### config.mk
export PLATFORM = sky130hd
export DESIGN_NAME = vr_scan_ctrl
export DESIGN_NICKNAME = d
export VERILOG_FILES = /design/src/rtl/vr_scan_ctrl.sv
export SDC_FILE = /design/constraint.sdc
export NUM_CORES = 1
export LEC_CHECK = 0
export BUFFER_PORTS_ARGS = -buffer_cell sky130_fd_sc_hd__buf_2
export CAP_MARGIN = 10
export CORE_UTILIZATION = 35
export DETAILED_ROUTE_END_ITERATION = 8
export MAX_ROUTING_LAYER = met4
export SYNTH_ARGS = -nofsm -noshare
export SYNTH_HDL_FRONTEND = slang
export SYNTH_SLANG_ARGS = --single-unit
### constraint.sdc
create_clock -name CK_i -period 9.3 [get_ports CK_i]
set_input_delay 2.325 -clock CK_i [delete_from_list [all_inputs] [get_ports CK_i]]
set_output_delay 2.325 -clock CK_i [all_outputs]
set_load 0.05 [all_outputs]
### src/rtl/vr_scan_ctrl.sv
// ---------------------------------------------------------------------------
// vr_scan_ctrl
//
// Scan sequencer that time-multiplexes one potentiometer location detector
// across C_CH_N pots through an external analog mux. For each channel it
// drives the mux select, waits C_SETTLE enabled cycles for the detector LPF
// to converge, samples the 8-bit location, applies a hysteresis dead band
// against the last stored value for that channel and reports real changes as
// events over a valid/ready handshake.
//
// Parameters:
//   C_CH_N    number of pots scanned (>= 2)
//   C_SETTLE  settle time per channel in enabled cycles (>= 1)
//   C_HYST    dead band; a change is reported only when |new - stored| > C_HYST
//
// Ports:
//   CK_i      clock
//   XARST_i   asynchronous active-low reset
//   EN_CK_i   clock enable; gates every state advance except the event
//             handshake. Intended to default high (pulled up where it is
//             left unconnected at the instantiating level).
//   RUN_i     1 = scan continuously; dropping it finishes the current scan
//   SEL_o     analog mux channel select
//   LOC_i     location from the detector (0x01..0xFF, 0x80 = centre)
//   LOC_o     stored location per channel, channel k at [k*8 +: 8]
//   EV_VLD_o  change event valid
//   EV_RDY_i  change event accept
//   EV_CH_o   channel of the event
//   EV_LOC_o  location value of the event
//   BUSY_o    1 whenever the sequencer is not idle
//
// Build option:
//   VR_SCAN_AVG_EN  when defined, the sample phase averages 4 consecutive
//                   enabled-cycle readings of LOC_i (truncating) instead of
//                   taking a single reading.
// ---------------------------------------------------------------------------
module vr_scan_ctrl #(
  parameter int C_CH_N   = 4,
  parameter int C_SETTLE = 524288,
  parameter int C_HYST   = 2
) (
  input  logic                      CK_i,
  input  logic                      XARST_i,
  input  logic                      EN_CK_i,
  input  logic                      RUN_i,
  output logic [$clog2(C_CH_N)-1:0] SEL_o,
  input  logic [7:0]                LOC_i,
  output logic [C_CH_N*8-1:0]       LOC_o,
  output logic                      EV_VLD_o,
  input  logic                      EV_RDY_i,
  output logic [$clog2(C_CH_N)-1:0] EV_CH_o,
  output logic [7:0]                EV_LOC_o,
  output logic                      BUSY_o
);

  localparam int SW = $clog2(C_CH_N);
  // C_SETTLE-1 always fits in clog2(C_SETTLE) bits; keep at least one bit
  // so C_SETTLE=1 still builds.
  localparam int CW = (C_SETTLE > 1) ? $clog2(C_SETTLE) : 1;

  localparam logic [CW-1:0] SETTLE_LD = CW'(C_SETTLE - 1);
  localparam logic [SW-1:0] CH_LAST   = SW'(C_CH_N - 1);
  localparam logic [8:0]    HYST      = 9'(C_HYST);

  typedef enum logic [2:0] {
    ST_IDLE,
    ST_SETTLE,
    ST_SAMPLE,
    ST_COMPARE,
    ST_EVENT,
    ST_NEXT
  } state_t;

  state_t            state_q, state_d;
  logic [CW-1:0]     cnt_q;
  logic [7:0]        smp_q;
  logic [7:0]        loc_q [C_CH_N];
  logic [C_CH_N-1:0] seen_q;

  logic              ch_last;
  logic              smp_done;
  logic [7:0]        smp_d;
  logic [8:0]        diff;
  logic [8:0]        diff_abs;
  logic              report;

  assign ch_last = (SEL_o == CH_LAST);

  // -------------------------------------------------------------------------
  // Sample source: single reading, or 4-reading truncating average.
  // -------------------------------------------------------------------------
`ifdef VR_SCAN_AVG_EN
  logic [1:0] avg_cnt_q;
  logic [9:0] acc_q;
  logic [9:0] acc_sum;

  assign acc_sum  = acc_q + {2'b00, LOC_i};
  assign smp_done = (avg_cnt_q == 2'd3);
  assign smp_d    = acc_sum[9:2];

  always_ff @(posedge CK_i or negedge XARST_i) begin
    if (!XARST_i) begin
      avg_cnt_q <= '0;
      acc_q     <= '0;
    end else if (state_q == ST_SAMPLE && EN_CK_i) begin
      if (smp_done) begin
        // Clear on the way out so the next channel starts from zero.
        avg_cnt_q <= '0;
        acc_q     <= '0;
      end else begin
        avg_cnt_q <= avg_cnt_q + 2'd1;
        acc_q     <= acc_sum;
      end
    end
  end
`else
  assign smp_done = 1'b1;
  assign smp_d    = LOC_i;
`endif

  // -------------------------------------------------------------------------
  // Hysteresis: 9-bit signed difference so the full 8-bit span cannot wrap.
  // -------------------------------------------------------------------------
  assign diff     = {1'b0, smp_q} - {1'b0, loc_q[SEL_o]};
  assign diff_abs = diff[8] ? (~diff + 9'd1) : diff;
  assign report   = !seen_q[SEL_o] || (diff_abs > HYST);

  // -------------------------------------------------------------------------
  // State register
  // -------------------------------------------------------------------------
  // NOTE: every clocked process uses non-blocking assignments so that all
  // registers update from the same pre-edge values, avoiding order races.
  always_ff @(posedge CK_i or negedge XARST_i) begin
    if (!XARST_i) state_q <= ST_IDLE;
    else          state_q <= state_d;
  end

  // -------------------------------------------------------------------------
  // Next-state logic. The event handshake is the only transition that does
  // not wait for EN_CK_i, so a downstream consumer is never throttled.
  // -------------------------------------------------------------------------
  // NOTE: state_d is given its hold value before the case so that no path
  // leaves it unassigned, which would otherwise infer a latch.
  always_comb begin
    state_d = state_q;
    unique case (state_q)
      ST_IDLE:    if (EN_CK_i && RUN_i)          state_d = ST_SETTLE;
      ST_SETTLE:  if (EN_CK_i && cnt_q == '0)    state_d = ST_SAMPLE;
      ST_SAMPLE:  if (EN_CK_i && smp_done)       state_d = ST_COMPARE;
      ST_COMPARE: if (EN_CK_i)                   state_d = report ? ST_EVENT : ST_NEXT;
      ST_EVENT:   if (EV_RDY_i && EV_VLD_o)      state_d = ST_NEXT;
      ST_NEXT:    if (EN_CK_i)                   state_d = (ch_last && !RUN_i) ? ST_IDLE : ST_SETTLE;
      default:                                   state_d = ST_IDLE;
    endcase
  end

  // -------------------------------------------------------------------------
  // Datapath registers
  // -------------------------------------------------------------------------
  always_ff @(posedge CK_i or negedge XARST_i) begin
    if (!XARST_i) begin
      cnt_q    <= '0;
      SEL_o    <= '0;
      smp_q    <= '0;
      seen_q   <= '0;
      EV_VLD_o <= 1'b0;
      EV_CH_o  <= '0;
      EV_LOC_o <= 8'h80;
      // NOTE: the per-channel store is a small register file, not a RAM; it
      // must be reset because its centre value is architecturally visible
      // on LOC_o and feeds the hysteresis compare.
      for (int k = 0; k < C_CH_N; k++) loc_q[k] <= 8'h80;
    end else begin
      unique case (state_q)
        ST_IDLE: begin
          if (EN_CK_i && RUN_i) begin
            SEL_o <= '0;
            cnt_q <= SETTLE_LD;
          end
        end
        ST_SETTLE: begin
          if (EN_CK_i && cnt_q != '0) cnt_q <= cnt_q - CW'(1);
        end
        ST_SAMPLE: begin
          if (EN_CK_i && smp_done) smp_q <= smp_d;
        end
        ST_COMPARE: begin
          if (EN_CK_i && report) begin
            loc_q[SEL_o]  <= smp_q;
            seen_q[SEL_o] <= 1'b1;
            EV_CH_o       <= SEL_o;
            EV_LOC_o      <= smp_q;
            EV_VLD_o      <= 1'b1;
          end
        end
        ST_EVENT: begin
          if (EV_RDY_i && EV_VLD_o) EV_VLD_o <= 1'b0;
        end
        ST_NEXT: begin
          // The last channel with RUN_i low parks the select on C_CH_N-1.
          if (EN_CK_i && !(ch_last && !RUN_i)) begin
            SEL_o <= ch_last ? '0 : SEL_o + SW'(1);
            cnt_q <= SETTLE_LD;
          end
        end
        default: ;
      endcase
    end
  end

  // -------------------------------------------------------------------------
  // Outputs
  // -------------------------------------------------------------------------
  always_comb begin
    LOC_o = '0;
    for (int k = 0; k < C_CH_N; k++) LOC_o[k*8 +: 8] = loc_q[k];
  end

  assign BUSY_o = (state_q != ST_IDLE);

endmodule

# Word-level counts from Yosys, hierarchy flattened
# Cells that the tools add are included.
# word_totals
register_bits,79
out_inout_bits,46
# classes
eq_ne,15
mux,31
n_addsub,4
n_reduce_logical,26
bitwise,3
n_lt_le_gt_ge,5
# op_table
cell,count
$mux W19,3
$pmux W19 S3,1
$bwmux W32,1
$mux W8,3
$logic_not A19 Y1,1
$reduce_bool A19 Y1,1
$sub A19 B1 Y19 const B,1
$mux W3,6
$ne A2 B2 Y1 const B,9
$pmux W3 S6,1
$bmux W8 S2,1
$demux W8 S2,1
$add A9 B1 Y9 const B,1
$gt A9 B2 Y1 const B,1
$logic_and A1 B1 Y1,9
$mux W9,1
$not A9 Y9,1
$sub A8 B8 Y9,1
$eq A3 B2 Y1 const B,2
$eq A3 B3 Y1 const B,2
$mux W1,6
$mux W2,3
$reduce_and A3 Y1,2
$reduce_and A6 Y1,1
other kinds (20),25

# Logic depth before layout (Yosys ltp)
# depth
depth_word,13
ltp_mapped,15
mapped_depth_nobuf,12

# Worst setup path before layout
# Ideal clock, no wire load.
# synth_path
path_kind,flip-flop to flip-flop
startpoint,reg SEL_o[0]
endpoint,reg EV_CH_o[0]
slack_ps,4737
arrival_time_ps,4436
path_stages_with_launch,16
path_buffers,3
cell_sequence,dfrtp_1 > clkbuf_1 > mux4_2 > ha_1 > inv_1 > fa_1 > clkbuf_1 > a21oi_1 > nor3b_1 > o211ai_1 > a21bo_2 > a211oi_1 > o2111ai_1 > o21ai_1 > buf_2 > mux2_1
# synth_between
elab_chain_cells,12
elab_cells_between_ends,15
cone_classes,add/sub: 2; order compare: 1; mux: 6; bitwise: 2; reduce/logical: 4
# synth_rtl
element,line_no,source
"start, declared",46,"output logic [$clog2(C_CH_N)-1:0] SEL_o,"
"start signal, assigned",202,SEL_o <= ch_last ? '0 : SEL_o + SW'(1);
$not A2 Y3 (not written as such),124,"assign diff = {1'b0, smp_q} - {1'b0, loc_q[SEL_o]};"
$bmux W8 S2,124,
$mux W8 (not written as such) (2 in series),124,
$sub A8 B8 Y9,124,
$not A9 Y9,125,assign diff_abs = diff[8] ? (~diff + 9'd1) : diff;
$add A9 B1 Y9,125,
$mux W9,125,
$gt A9 B2 Y1,126,assign report = !seen_q[SEL_o] || (diff_abs > HYST);
$logic_or A1 B1 Y1,126,
$logic_and A1 B1 Y1,188,if (EN_CK_i && report) begin
$reduce_and A2 Y1 (no line),--,
"end signal, assigned",191,EV_CH_o <= SEL_o;
"end, declared",51,"output logic [$clog2(C_CH_N)-1:0] EV_CH_o,"
# Several ways; a longest one is shown, not always the timed one. The select of a mux whose other input is x is not followed.
# A chain may end at the register's enable or synchronous reset.

# Worst setup path after layout
# layout_path
startpoint,reg SEL_o[0]
endpoint,reg EV_LOC_o[4]
# layout_between
elab_chain_cells,12
elab_cells_between_ends,15
cone_classes,add/sub: 2; order compare: 1; mux: 6; bitwise: 2; reduce/logical: 4
# layout_rtl
element,line_no,source
$not A2 Y3 (not written as such),124,
$bmux W8 S2,124,
$mux W8 (not written as such) (2 in series),124,
$sub A8 B8 Y9,124,
$not A9 Y9,125,
$add A9 B1 Y9,125,
$mux W9,125,
$gt A9 B2 Y1,126,
$logic_or A1 B1 Y1 (*),126,
$logic_and A1 B1 Y1 (*),188,
$reduce_and A2 Y1 (no line) (*),--,
"end signal, assigned",192,EV_LOC_o <= smp_q;
"end, declared",52,"output logic [7:0] EV_LOC_o,"
# Every way passes the cells marked *; elsewhere a longest branch is shown, timed or not. The select of a mux whose other input is x is not followed.

==> results summary <==
The remaining max-slew budget at the tightest pin is 0.166. Setup slack on the worst reg-to-reg path comes out at 4.17 ns. The net count after synthesis is 417. The max-cap check violation count is 0. The clock transition time at the flip-flop clock pins of the worst setup and hold paths is 0.06 ns. The number of hold violations in the final report came out at 0. The capture instance of the worst register-to-register path is EV_LOC_o[4]$_DFFE_PN0P_. Following the worst setup path forward leads to its endpoint at EV_LOC_o[4]$_DFFE_PN0P_.

The number of antenna violations at the first check in global routing is 0. The number of flops mapped to enable cells by yosys came out at 0. The synthesis-stage register bit count came out at 79. The instance count on the critical path came out at 12.

Walking the worst path, the cells encountered are mux4_2, ha_1, inv_1, fa_1, a21oi_1, nor3b_1, o211ai_1, a21bo_2, a211oi_1, o2111ai_1, o21ai_1, mux2_2. In this run the static leakage power is 2.37 nW. At the worst endpoint, the arrival time is 5.36 ns. The global-route wire length before repair is 17,000 um. The number of sinks handled by clock tree synthesis came out at 79. The height of the die is 114 um. The required time of the worst setup path is 9.53 ns. Yosys mapped the design onto 60 distinct sky130hd cell types. For this run, the number of Yosys warnings is 0. The total power density per cell area is 188 nW/um2.

The number of setup violations in the final report is 0. The core region is 12,100 um2. The iteration count of the initial detailed-routing pass came out at 4.

The number of rows in the core area is 40. Between clock sinks in the finished design, the worst skew comes to 0.00657 ns. The accumulated negative setup slack came out at 0 ns. The number of nets with antenna violations after detailed routing came out at 0. The transition time at the pin with the least slew margin came out at 1.24 ns. 0 antenna diodes ended up in the layout. The port buffer count came out at 58. The highest fanout seen on the critical path came out at 16.

The number of DRC markers in iteration 0 is 150. Counting along the longest clock path gives a buffer depth of 2. The final worst-path cycle share is 0.552. TritonCTS built the clock tree. The largest vdd supply drop came out at 0.119 mV. Using the TritonRoute via totals, the vias-per-cell ratio works out to 5.22.

The placed wire-length estimate is 7220 um. The number of buffer and inverter instances along the worst setup path is 1. The number of ports placed on the die boundary is 59. Each instance of the synthesized netlist takes up on average 11.2 um2. Relative to the synthesized area, the layout overhead comes to 17.3%. Across every metal layer, demand over resource in global routing totals 0.178. The power consumption came out at 963 uW. The peak per-stage delay on the critical path came out at 1.07 ns.

STA classifies the critical path endpoint as a register. Of all flip-flops after synthesis, the portion carrying an async set or reset was 1.00. Dividing the detail-routed wire length by the instance count gives 16.6 um.

The number of global-route vias before repair is 3,244. The cell sitting at the root of the clock tree is a sky130_fd_sc_hd__clkbuf_16. The total wire length after detailed routing came out at 10,300 um. The category of the worst setup path launch point is a register. The routed design could run at a clock period as short as 5.13 ns.

Buffers added to address setup during post-CTS repair amount to 0. Synthesis produced 389 cells. The detailed-route via count came out at 3,223.

Global routing finished with a remaining overflow of 0. The total placed cells including tap cells came out at 601. The number of max-slew violations in the final report is 0. Setup repair after global routing left no endpoint under its margin. The residual DRC count is 0. Clock latency on the worst-skew pair, taken at its later pin, is 0.34 ns. The hold buffer count at CTS came out at 0. The flow ran to the end, and the final reports show no timing, DRC or antenna violations. Entering global routing, the biggest net connects 80 pins. Excluding fillers, the count of instances in the completed layout stands at 617. In this run the number of H-tree levels came out at 3. The CTS buffer count is 9. Counting the fill cells in the layout gives 1,159. The number of cells traversed by the worst register-to-register path is 12. In the final layout, the share of cells above drive strength 1 is 0.298. The post-cts sizing count came out at 0.

The routability-driven placement congestion ratio is 0.861. The total standard cell area after synthesis is 4360 um2. The worst hold slack across all endpoints is 0.467 ns.

The slowest stage of the critical path belongs to the cell sky130_fd_sc_hd__o21ai_1. The overall die width is 114 um. Broken down by cell family, the worst path's largest delay share belongs to compound AO/OA/AOI/OAI gates. The utilization of the core after routing is 0.424. For this run, the post-layout net count is 472. In the synthesized netlist the dominant register cell turns out to be sky130_fd_sc_hd__dfrtp_1. The effective utilization at floorplan came out at 0.362. The tightest min-delay check is of the register to register type. The portion of the post-synthesis area used by sequential elements is 0.455. The maximum frequency from static timing analysis is 195 MHz.

The die covers 12,900 um2. The kind of critical path is register to register. The startpoint of the lowest-slack register-to-register path is SEL_o[0]$_DFFE_PN0P_. In this run the worst setup path begins at SEL_o[0]$_DFFE_PN0P_.
final cells by class:
type	instances	area, um2	area share
Tap cell	168	210	0.0411
Clock inverter	2	37.5	0.00734
Clock buffer	14	274	0.0536
Sequential cell	79	1980	0.388
Multi-Input combinational cell	274	2240	0.437
Inverter	22	82.6	0.0161
Timing Repair Buffer	58	293	0.0572
cells by family after synthesis:
| family | count (synthesis) | share of synthesized area |
|---|---|---|
| xor+xnor | 16 | 0.0321 |
| mux | 59 | 0.175 |
| simple gates | 110 | 0.134 |
| buf+inv | 36 | 0.0330 |
| compound gates | 74 | 0.126 |
| flops | 79 | 0.455 |
| fa+ha+maj | 15 | 0.0447 |
where the power goes:
part	switching, mW	internal [mW]
logic	0.119	0.0740
clock network	0.137	0.230
registers	0.0377	0.365
placed cells by master (no fill, tap or decap), types with 3 or more instances in the layout:
master / count
sky130_fd_sc_hd__dfrtp_1: 74
sky130_fd_sc_hd__buf_2: 57
sky130_fd_sc_hd__mux2_2: 34
sky130_fd_sc_hd__nand2_1: 32
sky130_fd_sc_hd__inv_1: 22
sky130_fd_sc_hd__nor2_1: 18
sky130_fd_sc_hd__mux2_1: 15
sky130_fd_sc_hd__a21oi_1: 14
sky130_fd_sc_hd__o21ai_0: 14
sky130_fd_sc_hd__ha_1: 14
sky130_fd_sc_hd__nand2b_1: 11
sky130_fd_sc_hd__xnor2_1: 11
sky130_fd_sc_hd__nand3_1: 10
sky130_fd_sc_hd__mux4_2: 9
sky130_fd_sc_hd__clkbuf_16: 9
sky130_fd_sc_hd__nor4_1: 6
sky130_fd_sc_hd__or3_1: 6
sky130_fd_sc_hd__dfstp_2: 5
sky130_fd_sc_hd__nor3_1: 5
sky130_fd_sc_hd__xor2_1: 5
sky130_fd_sc_hd__a21o_1: 4
sky130_fd_sc_hd__o2111ai_1: 4
sky130_fd_sc_hd__a211oi_1: 4
sky130_fd_sc_hd__o211ai_2: 4
sky130_fd_sc_hd__o211ai_1: 3
sky130_fd_sc_hd__and3_1: 3
sky130_fd_sc_hd__or4_4: 3
sky130_fd_sc_hd__clkbuf_8: 3
synthesized netlist by cell type, drive strengths merged, types with 2 or more instances:
cell,instances,share of area
a211oi,4,0.0069
a21boi,2,0.0034
a21o,4,0.0069
a21oi,14,0.016
a2bb2oi,2,0.0040
a31oi,2,0.0029
and3,4,0.0069
and4,2,0.0040
buf,2,0.0037
clkbuf,12,0.010
dfrtp,74,0.42
dfstp,5,0.030
ha,14,0.040
inv,22,0.019
mux2,49,0.13
mux4,9,0.046
nand2,32,0.028
nand2b,11,0.016
nand3,10,0.011
nand4,2,0.0029
nor2,18,0.015
nor2b,2,0.0029
nor3,5,0.0057
nor3b,3,0.0063
nor4,6,0.0086
o2111ai,6,0.015
o211ai,7,0.017
o21ai,15,0.017
o21bai,2,0.0034
o221ai,3,0.0075
o2bb2ai,2,0.0040
o31ai,2,0.0034
o41ai,2,0.0040
or3,6,0.0086
or4,4,0.0095
xnor2,11,0.022
xor2,5,0.010
per-layer routing:
| metal | vias up | routed length, um | GRT usage |
|---|---|---|---|
| met2 | 57 | 4860 | 0.274 |
| met3 | 12 | 399 | 0.0510 |
| met1 | 1610 | 4850 | 0.230 |
| met5 | - | 0 | - |
| li1 | 1544 | - | - |
| met4 | 0 | 135 | 0.0465 |
stage by stage:
step	worst slack, ns	cell area [um2]
global route	3.75	5120
CTS	4.14	5120
detailed placement	4.14	4800
floorplan	4.74	4360
finish	4.17	5120
global placement	4.30	4800
worst reg2reg max path: stages, from the launching register on:
cell and delay (ns):
sky130_fd_sc_hd__dfrtp_1 0.88, sky130_fd_sc_hd__mux4_2 0.61, sky130_fd_sc_hd__ha_1 0.22, sky130_fd_sc_hd__inv_1 0.07, sky130_fd_sc_hd__fa_1 0.31, sky130_fd_sc_hd__a21oi_1 0.13, sky130_fd_sc_hd__nor3b_1 0.29, sky130_fd_sc_hd__o211ai_1 0.20
sky130_fd_sc_hd__a21bo_2 0.23, sky130_fd_sc_hd__a211oi_1 0.25, sky130_fd_sc_hd__o2111ai_1 0.35, sky130_fd_sc_hd__o21ai_1 1.07, sky130_fd_sc_hd__mux2_2 0.43
flip-flops by register name, indices dropped and copies added (netlist names):
signal,count
SEL_o,2
seen_q,4
EV_CH_o,2
EV_VLD_o,1
LOC_o,32
smp_q,8
state_q,3
EV_LOC_o,8
cnt_q,19
how the worst min path moves through the flow:
stage / startpoint / to / cells after the start
final: seen_q[3]$_DFFE_PN0P_ / seen_q[3]$_DFFE_PN0P_ / 1
after global routing: seen_q[1]$_DFFE_PN0P_ / seen_q[1]$_DFFE_PN0P_ / 1
after CTS: seen_q[2]$_DFFE_PN0P_ / seen_q[2]$_DFFE_PN0P_ / 1
after detailed placement: seen_q[2]$_DFFE_PN0P_ / seen_q[2]$_DFFE_PN0P_ / 1
after global placement: seen_q[1]$_DFFE_PN0P_ / seen_q[1]$_DFFE_PN0P_ / 1
after floorplan: seen_q[2]$_DFFE_PN0P_ / seen_q[2]$_DFFE_PN0P_ / 1
Power figures use the tool's default switching activity.
